===== config.mk =====
export PLATFORM = sky130hd
export DESIGN_NAME = tty_uart_tx
export DESIGN_NICKNAME = d
export VERILOG_FILES = /design/src/rtl/tty_uart_tx_pkg.sv /design/src/rtl/tty_uart_tx_fifo.sv /design/src/rtl/tty_uart_tx.sv
export SDC_FILE = /design/constraint.sdc
export NUM_CORES = 1
export LEC_CHECK = 0
export CAP_MARGIN = 10
export CORE_ASPECT_RATIO = 1.2
export CORE_MARGIN = 3
export CORE_UTILIZATION = 55
export DETAILED_ROUTE_END_ITERATION = 8
export PLACE_DENSITY = 0.72
export SETUP_SLACK_MARGIN = 0.1
export SYNTH_ARGS = -nofsm -noshare
export SYNTH_HDL_FRONTEND = slang
export SYNTH_SLANG_ARGS = --single-unit

===== constraint.sdc =====
create_clock -name clk_i -period 4 [get_ports clk_i]
set_input_delay 0.8 -clock clk_i [delete_from_list [all_inputs] [get_ports clk_i]]
set_output_delay 0.8 -clock clk_i [all_outputs]
set_load 0.005 [all_outputs]

===== src/rtl/tty_uart_tx_pkg.sv =====
// Shared definitions for the MCU console UART transmitter: character width,
// frame size and the transmit FSM state encodings.
package tty_uart_tx_pkg;

   localparam int TTY_W           = 7;
   localparam int UART_FRAME_BITS = 10;

   localparam logic [1:0] ST_IDLE  = 2'd0;
   localparam logic [1:0] ST_START = 2'd1;
   localparam logic [1:0] ST_DATA  = 2'd2;
   localparam logic [1:0] ST_STOP  = 2'd3;

   typedef logic [TTY_W-1:0] tty_char_t;

   // The MCU only emits 7-bit characters; the eighth data bit is always zero.
   function automatic logic [7:0] tty_frame_byte(input tty_char_t ch);
      return {1'b0, ch};
   endfunction

endpackage


===== src/rtl/tty_uart_tx_fifo.sv =====
// Synchronous character FIFO with a separate occupancy counter; pushes while
// full and pops while empty are ignored.
module tty_uart_tx_fifo
   import tty_uart_tx_pkg::*;
#(
   parameter int DEPTH = 16,
   parameter int LW    = $clog2(DEPTH) + 1
) (
   input  logic          clk_i,
   input  logic          rst_in,
   input  logic          push_i,
   input  tty_char_t     data_i,
   input  logic          pop_i,
   output tty_char_t     data_o,
   output logic          full_o,
   output logic          empty_o,
   output logic [LW-1:0] level_o
);

   localparam int AW = $clog2(DEPTH);

   tty_char_t     r_mem [DEPTH];
   logic [AW-1:0] r_wr_ptr;
   logic [AW-1:0] r_rd_ptr;
   logic [LW-1:0] r_level;
   logic          w_push;
   logic          w_pop;

   // Full/empty come from the registered level, so a push at a full edge is dropped
   // even when a pop happens on the same edge.
   assign full_o  = (r_level == LW'(DEPTH));
   assign empty_o = (r_level == {LW{1'b0}});
   assign w_push  = push_i & ~full_o;
   assign w_pop   = pop_i & ~empty_o;
   assign data_o  = r_mem[r_rd_ptr];
   assign level_o = r_level;

   always_ff @(posedge clk_i) begin
      if (w_push) begin
         r_mem[r_wr_ptr] <= data_i;
      end
   end

   always_ff @(posedge clk_i or negedge rst_in) begin
      if (!rst_in) begin
         r_wr_ptr <= {AW{1'b0}};
         r_rd_ptr <= {AW{1'b0}};
         r_level  <= {LW{1'b0}};
      end else begin
         if (w_push) begin
            r_wr_ptr <= r_wr_ptr + AW'(1);
         end
         if (w_pop) begin
            r_rd_ptr <= r_rd_ptr + AW'(1);
         end
         case ({w_push, w_pop})
            2'b10:   r_level <= r_level + LW'(1);
            2'b01:   r_level <= r_level - LW'(1);
            default: r_level <= r_level;
         endcase
      end
   end

endmodule


===== src/rtl/tty_uart_tx.sv =====
// Console UART transmitter: buffers MCU characters and sends them 8N1, LSB first,
// on a flop-driven TX line.
module tty_uart_tx
   import tty_uart_tx_pkg::*;
#(
   parameter int CLKS_PER_BIT = 434,
   parameter int FIFO_DEPTH   = 16
) (
   input  logic                        clk_i,
   input  logic                        rst_in,
   input  logic [TTY_W-1:0]            tty_i,
   input  logic                        tty_we_i,
   output logic                        uart_tx_o,
   output logic                        busy_o,
   output logic                        overflow_o,
   output logic [$clog2(FIFO_DEPTH):0] level_o
);

   localparam int              BW            = $clog2(CLKS_PER_BIT);
   localparam int              LW            = $clog2(FIFO_DEPTH) + 1;
   localparam logic [BW-1:0]   BAUD_LAST     = BW'(CLKS_PER_BIT - 1);
   localparam logic [2:0]      LAST_DATA_IDX = 3'(UART_FRAME_BITS - 3);

   logic [1:0]    r_state;
   logic [BW-1:0] r_baud;
   logic [2:0]    r_idx;
   logic [7:0]    r_shift;
   logic          r_tx;
   logic          r_active;
   logic          r_overflow;

   tty_char_t     w_head;
   logic          w_full;
   logic          w_empty;
   logic          w_tick;
   logic          w_pop;

   assign w_tick = (r_baud == {BW{1'b0}});
   assign w_pop  = ~w_empty & ((r_state == ST_IDLE) | ((r_state == ST_STOP) & w_tick));

   tty_uart_tx_fifo #(
      .DEPTH (FIFO_DEPTH),
      .LW    (LW)
   ) u_fifo (
      .clk_i   (clk_i),
      .rst_in  (rst_in),
      .push_i  (tty_we_i),
      .data_i  (tty_i),
      .pop_i   (w_pop),
      .data_o  (w_head),
      .full_o  (w_full),
      .empty_o (w_empty),
      .level_o (level_o)
   );

   always_ff @(posedge clk_i or negedge rst_in) begin
      if (!rst_in) begin
         r_state <= ST_IDLE;
         r_baud  <= {BW{1'b0}};
         r_idx   <= 3'd0;
         r_shift <= 8'd0;
      end else begin
         case (r_state)
            ST_IDLE: begin
               if (w_pop) begin
                  r_shift <= tty_frame_byte(w_head);
                  r_baud  <= BAUD_LAST;
                  r_state <= ST_START;
               end
            end
            ST_START: begin
               if (w_tick) begin
                  r_baud  <= BAUD_LAST;
                  r_idx   <= 3'd0;
                  r_state <= ST_DATA;
               end else begin
                  r_baud  <= r_baud - BW'(1);
               end
            end
            ST_DATA: begin
               if (w_tick) begin
                  r_baud <= BAUD_LAST;
                  if (r_idx == LAST_DATA_IDX) begin
                     r_state <= ST_STOP;
                  end else begin
                     r_idx   <= r_idx + 3'd1;
                  end
               end else begin
                  r_baud <= r_baud - BW'(1);
               end
            end
            ST_STOP: begin
               // Back-to-back frames: the next start bit follows the stop bit with no idle gap.
               if (w_tick) begin
                  r_baud <= BAUD_LAST;
                  if (w_pop) begin
                     r_shift <= tty_frame_byte(w_head);
                     r_state <= ST_START;
                  end else begin
                     r_state <= ST_IDLE;
                  end
               end else begin
                  r_baud <= r_baud - BW'(1);
               end
            end
            default: r_state <= ST_IDLE;
         endcase
      end
   end

   // The line and busy tail lag the FSM by one cycle so every bit lasts exactly CLKS_PER_BIT.
   always_ff @(posedge clk_i or negedge rst_in) begin
      if (!rst_in) begin
         r_tx       <= 1'b1;
         r_active   <= 1'b0;
         r_overflow <= 1'b0;
      end else begin
         case (r_state)
            ST_START: r_tx <= 1'b0;
            ST_DATA:  r_tx <= r_shift[r_idx];
            default:  r_tx <= 1'b1;
         endcase
         r_active   <= (r_state != ST_IDLE);
         r_overflow <= r_overflow | (tty_we_i & w_full);
      end
   end

   assign uart_tx_o  = r_tx;
   assign overflow_o = r_overflow;
   assign busy_o     = (r_state != ST_IDLE) | r_active | ~w_empty;

endmodule


==> flow_summary.json <==
{
  "ys_types": 42,
  "gp_congestion": 0.840,
  "dpl.cell_count": 543,
  "syn_area_sq_um": 6270,
  "synth_edf_count": 112,
  "placementRows": 42,
  "syn_inst": 378,
  "crit_chain": "inv_1 > ha_1 > or3b_2 > nor4_1 > o21a_1 > ha_1 > ha_1 > a21o_1 > a21oi_1 > xor2_1 > nor2_1 > xor2_1",
  "finalNetCount": 437,
  "wl_mm": 11.7,
  "fin_crit_ps": 3060,
  "route.met2.wl_mm": 6.30,
  "critPathTopFamily": "adder cells",
  "die_width_um": 103,
  "finalCritPeriodShare_pct": 76.6,
  "clock_sinks": 149,
  "antenna_found_initial": 0,
  "finalPower_mw": 5.41,
  "top_layer_used": "met4",
  "grt_max_degree": 38,
  "syn_area_per_cell_sq_um": 16.6,
  "ys_seq_area_share_pct": 68.4,
  "hp-class": "flop to flop",
  "required_ps": 4290,
  "multiInputGateArea_sq_um": 1880,
  "cts.path.max_buffers": 2,
  "finalSetupTns_ps": 0,
  "setup_viol": 0,
  "path_buf_inv": 1,
  "cap_violations": 0,
  "post_drt_wl_per_cell_um": 20.4,
  "vias": 3342,
  "core-area_sq_um": 11100,
  "synthDominantCellAreaShare_pct": 53.7,
  "pre_cts_slack_ps": 808,
  "synthFlopType": "edfxtp_1",
  "finalHoldWorstSlack_ps": 467,
  "status": "completed",
  "die-area_sq_um": 12700,
  "clock_latency_ps": 410,
  "regArea_sq_um": 4290,
  "crit_path_end_kind": "flop",
  "max_freq_ghz": 0.326,
  "firstDrtPassIters": 5,
  "stdcell_count": 575,
  "wl_met1_mm": 4.85,
  "dr_wl_met3_um": 414,
  "grt_overflow": 0,
  "crit_path_top_delay_cell": "or3b_2",
  "postCtsResizedCells": 0,
  "synth_top_area_cell": "edfxtp_1",
  "grt_pass1_vias": 3490,
  "drtIter0Drc": 289,
  "drc": 0,
  "ios": 18,
  "critPathArrivalTime_ps": 3360,
  "relSlewSlack_pct": 44.6,
  "layout_setup_ws_ps": 936,
  "tightest_slew_ps": 832,
  "cp-start-kind": "flop",
  "grt.total_usage_pct": 20.7,
  "diodes": 0,
  "synth_nets": 407,
  "grt_pass1_wl_mm": 18.9,
  "clock-root-buffer": "clkbuf_16",
  "start_util_pct": 56.5,
  "viasPerCell": 5.81,
  "async_flop_share_pct": 24.8,
  "cts_tree": "built",
  "fill_cells": 778,
  "postCtsHoldBufs": 0,
  "fp.dieH_um": 123,
  "power.density_nw_per_um2": 747,
  "htreeDepth": 4,
  "cpMostUsedCell": "ha_1",
  "yosysWarnings": 0,
  "hold_viol": 0,
  "clk_pin_slew_ps": 60,
  "cp_slowest_stage_delay_ps": 500,
  "portBuffers": 17,
  "maxSlewViolCount": 0,
  "skew_ps": 6.66,
  "total_leakage_power_nw": 2.56,
  "grt_setup_unrepaired": "false",
  "syn2layout_area_growth_pct": 15.5,
  "ys_ff_latch": 149,
  "cts_buffers": 17,
  "cts_setup_buffers": 0,
  "layout-drive-gt1-share_pct": 20.4,
  "crit_fanout": 5,
  "hpwlAfterDp_mm": 7.70,
  "ir_drop_mv": 0.355,
  "ant_nets": 0,
  "crit_type": "flop to flop",
  "synthTopCellsByArea": "edfxtp_1 54%, dfrtp_1 14%, mux4_2 10%"
}
-- flip-flops by register name, indices dropped and copies added, names as in the netlist --
name	count
r_baud	9
overflow_o	1
r_idx	3
u_fifo.r_mem	112
u_fifo.r_rd_ptr	4
u_fifo.r_wr_ptr	4
r_shift	7
u_fifo.level_o	5
r_state	2
r_active	1
uart_tx_o	1
-- final timing paths --
path | startpoint | to | slack, ps | cells after the start
max | r_baud[0] | u_fifo.level_o[4] | 940 | 12
min | overflow_o | overflow_o | 470 | 1
max reg2reg | r_baud[0] | u_fifo.level_o[4] | 940 | 12
min reg2reg | overflow_o | overflow_o | 470 | 1
max in group asynchronous | rst_in | u_fifo.r_rd_ptr[0] | 2940 | 1
min in group asynchronous | rst_in | u_fifo.level_o[0] | 490 | 1
-- synth_stat cells (5+ instances only) --
cell type	number
o21ai_0	11
mux2_2	10
nor3_1	9
clkbuf_1	8
xor2_1	9
dfrtp_1	36
edfxtp_1	112
nor2_1	24
a21oi_1	7
nand3_1	5
a22oi_1	16
ha_1	18
xnor2_1	7
inv_1	10
mux4_2	29
nand2_1	27
-- worst reg2reg max path: cells and delay by family (launching register included) --
| kind | cells | cell delay (ps) |
|---|---|---|
| xor gates and xnor gates | 2 | 290 |
| AOI/OAI and AO/OA | 3 | 630 |
| adders and majority gates | 3 | 800 |
| DFF | 1 | 380 |
| buffers and inverters | 1 | 110 |
| and+or+nand+nor | 3 | 750 |
-- logic make-up after synthesis --
family | synth area share (%)
AO/OA/AOI/OAI | 4.93
XOR/XNOR | 2.24
adder cells (fa/ha/maj) | 3.91
buffers and inverters | 1.56
flip-flops | 68.4
multiplexers | 12.4
AND/OR/NAND/NOR | 6.55
-- per-layer routing --
metal / GRT usage [%] / up-vias
met5: 0 / -
met4: 6.96 / 0
li1: - / 1525
met2: 35.6 / 71
met1: 25.9 / 1732
met3: 4.46 / 14
-- cell type report --
cell class | instances | area share, %
multi-input combinational | 206 | 26.0
inverter | 10 | 0.518
clock inverter | 15 | 2.68
tap | 154 | 2.66
sequential | 149 | 59.3
clock buffer | 17 | 5.88
timing repair buffer | 24 | 3.01
-- report_power, final --
| part | leakage [nW] | internal (mW) | switching, mW | total (mW) |
|---|---|---|---|---|
| clock | 0.299 | 0.999 | 0.641 | 1.64 |
| combinational | 0.819 | 0.765 | 0.776 | 1.54 |
| sequential | 1.45 | 1.96 | 0.275 | 2.23 |
| total | 2.56 | 3.72 | 1.69 | 5.41 |
-- per-stage QoR --
| step | util (%) | instance area [sq um] |
|---|---|---|
| finish | 65.3 | 7240 |
| global route | 65.3 | 7240 |
| CTS | 65.3 | 7240 |
| detailed placement | 59.7 | 6620 |
| global placement | 59.7 | 6620 |
| floorplan | - | 6270 |
-- cell usage in the layout (no fill, tap or decap), types with 2 or more instances in the layout --
cell,netlist,final
nand2b_1,3,3
inv_6,0,4
xnor2_1,7,7
dfrtp_1,36,35
a21oi_1,7,7
clkdlybuf4s50_1,0,16
nand2_1,27,27
mux2_2,10,10
mux4_2,29,29
o21ai_0,11,11
clkinv_4,0,3
nor3_1,9,9
nor2_1,24,24
xor2_1,9,9
a31o_2,2,2
bufinv_16,0,3
inv_8,0,2
ha_1,18,18
buf_4,0,7
a22oi_1,16,16
a21o_1,2,2
nand4b_1,2,2
clkinvlp_4,0,2
nand3_1,5,5
nor2b_1,2,2
edfxtp_1,112,112
o211ai_1,2,2
nor4_1,3,3
clkbuf_16,0,17
inv_1,10,10
and3_1,2,2
nand4_1,3,3
No activity file was read; power rests on OpenSTA's default activity.
